[src/rtl/cdc_strobe_sched.sv]
// Round-robin scheduler sharing one cdc_strobe channel among N source-domain requesters.
// Pending strobes are counted per requester and issued with at least GAP cycles between them.
module cdc_strobe_sched #(
  parameter int unsigned N     = 4,
  parameter int unsigned CNT_W = 4,
  parameter int unsigned GAP   = 8
) (
  input  logic                   clk,
  input  logic                   rst,
  input  logic                   en,
  input  logic [N-1:0]           req_strb,
  input  logic                   ovf_clr,
  output logic                   out_strb,
  output logic [$clog2(N)-1:0]   out_id,
  output logic [N*CNT_W-1:0]     pending,
  output logic [N-1:0]           ovf,
  output logic                   busy
);

  localparam int unsigned IdW  = $clog2(N);
  localparam int unsigned GapW = $clog2(GAP);
  localparam logic [CNT_W-1:0] CntMax = '1;

  typedef enum logic [0:0] {StIdle, StGap} state_e;

  state_e                      state_q, state_d;
  logic [GapW-1:0]             gap_q, gap_d;
  logic [IdW-1:0]              ptr_q, ptr_d;
  logic [N-1:0][CNT_W-1:0]     cnt_q, cnt_d;
  logic [N-1:0]                ovf_q, ovf_d;
  logic                        out_strb_q;
  logic [IdW-1:0]              out_id_q;

  logic [N-1:0]                nz;
  logic [N-1:0]                ovf_evt;
  logic [IdW-1:0]              winner;
  logic                        grant;

  // Arbitration sees registered counts only, so a same-cycle request cannot be granted.
  always_comb begin
    nz     = '0;
    winner = '0;
    for (int i = 0; i < int'(N); i++) begin
      nz[i] = |cnt_q[i];
    end
    // Descending scans leave the lowest qualifying index; the upper range overrides the wrap.
    for (int i = int'(N) - 1; i >= 0; i--) begin
      if (nz[i] && i <= int'(ptr_q)) winner = IdW'(i);
    end
    for (int i = int'(N) - 1; i >= 0; i--) begin
      if (nz[i] && i > int'(ptr_q)) winner = IdW'(i);
    end
    grant = (state_q == StIdle) && en && (|nz);
  end

  always_comb begin
    cnt_d   = cnt_q;
    ovf_evt = '0;
    for (int i = 0; i < int'(N); i++) begin
      if (req_strb[i] && !(grant && winner == IdW'(i))) begin
        if (cnt_q[i] == CntMax) begin
          ovf_evt[i] = 1'b1;
        end else begin
          cnt_d[i] = cnt_q[i] + 1'b1;
        end
      end else if (!req_strb[i] && grant && winner == IdW'(i)) begin
        cnt_d[i] = cnt_q[i] - 1'b1;
      end
    end
    // A fresh overflow outranks a simultaneous clear.
    ovf_d = (ovf_q & ~{N{ovf_clr}}) | ovf_evt;
  end

  always_comb begin
    state_d = state_q;
    gap_d   = gap_q;
    ptr_d   = ptr_q;
    unique case (state_q)
      StIdle: begin
        if (grant) begin
          state_d = StGap;
          gap_d   = GapW'(GAP - 2);
          ptr_d   = winner;
        end
      end
      StGap: begin
        if (gap_q != '0) begin
          gap_d = gap_q - 1'b1;
        end else begin
          state_d = StIdle;
        end
      end
      default: state_d = StIdle;
    endcase
  end

  always_ff @(posedge clk) begin
    if (rst) begin
      state_q    <= StIdle;
      gap_q      <= '0;
      ptr_q      <= IdW'(N - 1);
      cnt_q      <= '0;
      ovf_q      <= '0;
      out_strb_q <= 1'b0;
      out_id_q   <= '0;
    end else begin
      state_q    <= state_d;
      gap_q      <= gap_d;
      ptr_q      <= ptr_d;
      cnt_q      <= cnt_d;
      ovf_q      <= ovf_d;
      out_strb_q <= grant;
      if (grant) out_id_q <= winner;
    end
  end

  assign out_strb = out_strb_q;
  assign out_id   = out_id_q;
  assign pending  = cnt_q;
  assign ovf      = ovf_q;
  assign busy     = (state_q != StIdle) || (|nz);

endmodule

[config.mk]
export PLATFORM = sky130hd
export DESIGN_NAME = cdc_strobe_sched
export DESIGN_NICKNAME = d
export VERILOG_FILES = /design/src/rtl/cdc_strobe_sched.sv
export SDC_FILE = /design/constraint.sdc
export NUM_CORES = 1
export LEC_CHECK = 0
export ABC_AREA = 1
export CAP_MARGIN = 10
export CORE_MARGIN = 2
export CORE_UTILIZATION = 52
export CTS_CLUSTER_DIAMETER = 150
export DETAILED_ROUTE_END_ITERATION = 8
export MAX_ROUTING_LAYER = met4
export PLACE_DENSITY_LB_ADDON = 0.25
export SETUP_SLACK_MARGIN = 0.5
export SLEW_MARGIN = 20
export SYNTH_ARGS = -nofsm -noshare
export SYNTH_HDL_FRONTEND = slang
export SYNTH_SLANG_ARGS = --single-unit
[constraint.sdc]
create_clock -name clk -period 3.1 [get_ports clk]
set_input_delay 0.62 -clock clk [delete_from_list [all_inputs] [get_ports clk]]
set_output_delay 0.62 -clock clk [all_outputs]
set_load 0.05 [all_outputs]
==> results by stage <==
Floorplanning:
- The area of the core is 0.00313 mm^2.
- The area of the die is about 0.0038 mm^2.
- For this configuration, the core starts out at a cell density of 0.556.
- The floorplan step set the die height to between 60 and 70 um.
- The I/O pin total is 32.
- After floorplanning, the core was divided into 20 placement rows.
- The floorplan step set the die width to slightly above 60 um.

Drt:
- In the routed layout, each cell is associated on average with a via count of ~5.3.
- The routed layout has 1768 vias.
- The post-route antenna net violation count is 0.
- The routed wire length is ~4400 um.
- The count of routing violations after the opening detailed-route iteration is 100.
- In the routed design, unresolved DRC markers number 0.
- In the final routed layout, each cell accounts on average for approximately 13 um.
- The detailed-routing iteration count for the pre-antenna-repair pass is 4.

GRT:
- For this run the aggregate overflow at the end of global routing stands at 0.
- The number of antenna violations at the first check in global routing is 0.
- The number of global-route vias before repair was between 1k and 1.5k.
- In the global route stage, met1 resource usage came out at 0.269.
- Entering global routing, the biggest net connects 20 pins.
- met2 is the most crowded layer.
- The total global-route track usage is 0.226.
- The met3 capacity usage during global routing is 0.0807.
- The first global-routing pass estimated 6000 um of wire.
- For this run, global-route usage on met2 was measured as 0.341.

Setup path:
- The worst setup path is launched from a flop.
- Counting cells, the worst reg-to-reg path comes to 17.
- At the worst endpoint, the required time is approximately 3400 ps.
- Along the worst path, the maximum fanout reaches 5.
- The critical path data arrival time is 2760 ps.
- The worst setup path is captured at a flop.
- The category of the most critical setup path is reg -> reg.

Final layout:
- The leading cell type in the layout, fill and taps excluded is nand2_1.
- With fillers left out, the area of the finished cells amounts to about 0.0025 mm^2.
- Measured on the finished design, the core utilization comes to 0.797.
- At the end of the flow, the number of nets in the layout was 311.
- The library cells used most frequently in the layout, excluding fill and tap cells, are 39 x nand2_1, 30 x clkdlybuf4s50_1, 28 x nor2_1, 17 x inv_1.
- Of the cells placed in the final design, the portion with a size suffix greater than 1 is 0.303.
- The synthesis-to-finish area growth is 43.4%.
- 0 antenna diodes ended up in the layout.
- For this run, the number of standard cells in the final layout without fillers is around 330.

Clock network:
- The clock latency reported for the late side of the worst-skew pair is between 300 and 400 ps.
- The CTS root buffer is clkbuf_4.
- The number of clock buffers inserted by TritonCTS is 5.
- TritonCTS built the clock tree.
- Clock-pin slew was measured on the worst setup and hold paths at around 90 ps.
- The maximum number of buffers from clock root to sink is 2.
- The count of clock tree sinks is 29.
- The H-tree depth is 2.

Place:
- After legalization and detailed placement, the total HPWL measured 2720 um.
- The weighted congestion reported at the end of routability-driven placement is 0.824.
- The total placed instance area is 0.00212 mm^2.
- Port buffering added 31 buffers.
- Before CTS, the worst setup slack after placement is ~110 ps.
- In this run, placement finished with an instance count of ~310.

STA:
- The worst max-slew margin expressed relative to the limit is 0.608.
- Once routing completed, OpenROAD measured the worst setup slack at ~620 ps.
- The highest clock rate is approximately 0.40 GHz.
- The final max-slew violation count was 0.
- The final number of setup-violating endpoints is 0.
- The total negative setup slack is 0 ps.
- Dividing the final minimum period by the clock period gives 0.802.
- The number of hold violations in the final report is 0.
- The final period demand of the worst path is approximately 2500 ps.
- Setup repair after global routing left no endpoint under its margin.
- The worst hold slack across all endpoints is between 400 and 500 ps.
- The pin slew with the least headroom to its limit is about 600 ps.
- The maximum clock skew at final layout is slightly above 8 ps.

Synth:
- The share of synthesized flip-flops with an asynchronous set or reset is 0.
- The number of nets in the synthesized netlist is 261.
- The Yosys step of the flow raised 0 warnings.
- Among all flip-flop cells after synthesis, the most frequent one is dfxtp_1.
- The number of instances in the synthesized netlist is ~240.
- The average instance in the mapped netlist occupies about 7.3 um^2.
- The synthesized netlist occupies a cell area of ~0.0017 mm^2.
- Yosys mapped a number of flops with a built-in enable equal to 0.
- The fraction of the yosys area taken by sequential cells is 0.334.
- Synthesis inferred 29 register bits.
- The number of distinct library cell variants in the gate-level netlist after synthesis is 30.

Min path:
- The worst hold path was traced through 2 stages.
- The min-delay analysis places its worst path in the category reg -> reg.

Pwr:
- Across the VDD grid, the largest voltage drop is ~0.64 mV.
- Overall power consumption after layout is estimated at 2.40 mW.
- The power density normalized to cell area is 962 mW/mm^2.
- For this design the static power due to leakage is 1.08 nW.

Status:
- The flow ran to the end, and the final reports show no timing, DRC or antenna violations.

Flow run:
- Across the run, the number of max-cap violations was 0.
## critical path, cell delays in order, from the launching register on
cell	delay [ps]
dfxtp_4	380
nor2_4	120
nand2_4	90
nand2_4	100
nand2_1	80
inv_2	60
nand2_2	70
a21oi_4	220
nand2_4	90
nand2_4	100
ha_1	220
and3_1	180
a211oi_2	230
nand3b_1	160
nand2_2	80
nand3_2	60
nand2_1	50
nor2_1	120
## layout make-up
class / count / area [um^2]
timing repair buffer: 45 / 418
inverter: 20 / 75.1
sequential: 29 / 624
tap: 44 / 55.1
multi-input combinational: 188 / 1270
fill: 214 / 636
clock buffer: 8 / 48.8
## power by group
part,leakage (nW),internal [mW],switching (mW),total (mW)
sequential,0.247,0.499,0.153,0.652
clock,0.0265,0.0902,0.137,0.227
combinational,0.807,0.586,0.931,1.52
total,1.08,1.18,1.22,2.40
## flip-flops by register name, indices dropped and copies added, names as in the netlist
register and cells:
gap_q 3, out_id 2, out_strb 1, ovf 4
pending 16, ptr_q 2, state_q 1
## logic make-up after synthesis
family,count (synthesis),synth area share
and+or+nand+nor,132,0.359
AOI/OAI and AO/OA,38,0.121
DFF,29,0.334
buffers and inverters,22,0.0475
adders and majority gates,14,0.118
xor gates and xnor gates,4,0.0202
## layer usage
metal  vias to the layer above  share of wire
met5                         -              0
met4                         0          0.024
met3                         9          0.049
met2                        58           0.50
met1                       807           0.42
li1                        894              -
## what timing repair did
item / in CTS / in global routing
endpoints found under the setup margin: 2 / 5
resized for setup: 2 / 53
buffers inserted: 0 / 14
hold buffers: 0 / 0
pin swaps: 0 / 14
## cell usage after synthesis, types with 3 or more instances
master | n | area (um^2)
nor2_1 | 37 | 139
a21oi_1 | 16 | 80.1
o21ai_1 | 3 | 15.0
inv_1 | 18 | 67.6
o21ai_0 | 11 | 55.1
a211oi_1 | 3 | 22.5
xor2_1 | 3 | 26.3
nand3_1 | 13 | 65.1
nand3b_1 | 4 | 30.0
nand2_1 | 50 | 188
ha_1 | 10 | 125
fa_1 | 4 | 80.1
dfxtp_1 | 29 | 581
or2_1 | 4 | 25.0
nand4_1 | 6 | 37.5
and3_1 | 3 | 18.8
nand2_2 | 9 | 56.3
## worst paths after layout
path,startpoint,endpoint,slack (ps)
setup / recovery,pending[9]$_SDFFE_PP0P_,pending[7]$_SDFFE_PP0P_,620
hold / removal,ovf[2]$_SDFF_PP0_,ovf[2]$_SDFF_PP0_,470
setup reg to reg,pending[9]$_SDFFE_PP0P_,pending[7]$_SDFFE_PP0P_,620
hold reg to reg,ovf[2]$_SDFF_PP0_,ovf[2]$_SDFF_PP0_,470
Note: power is estimated with default switching activity, not from simulation.
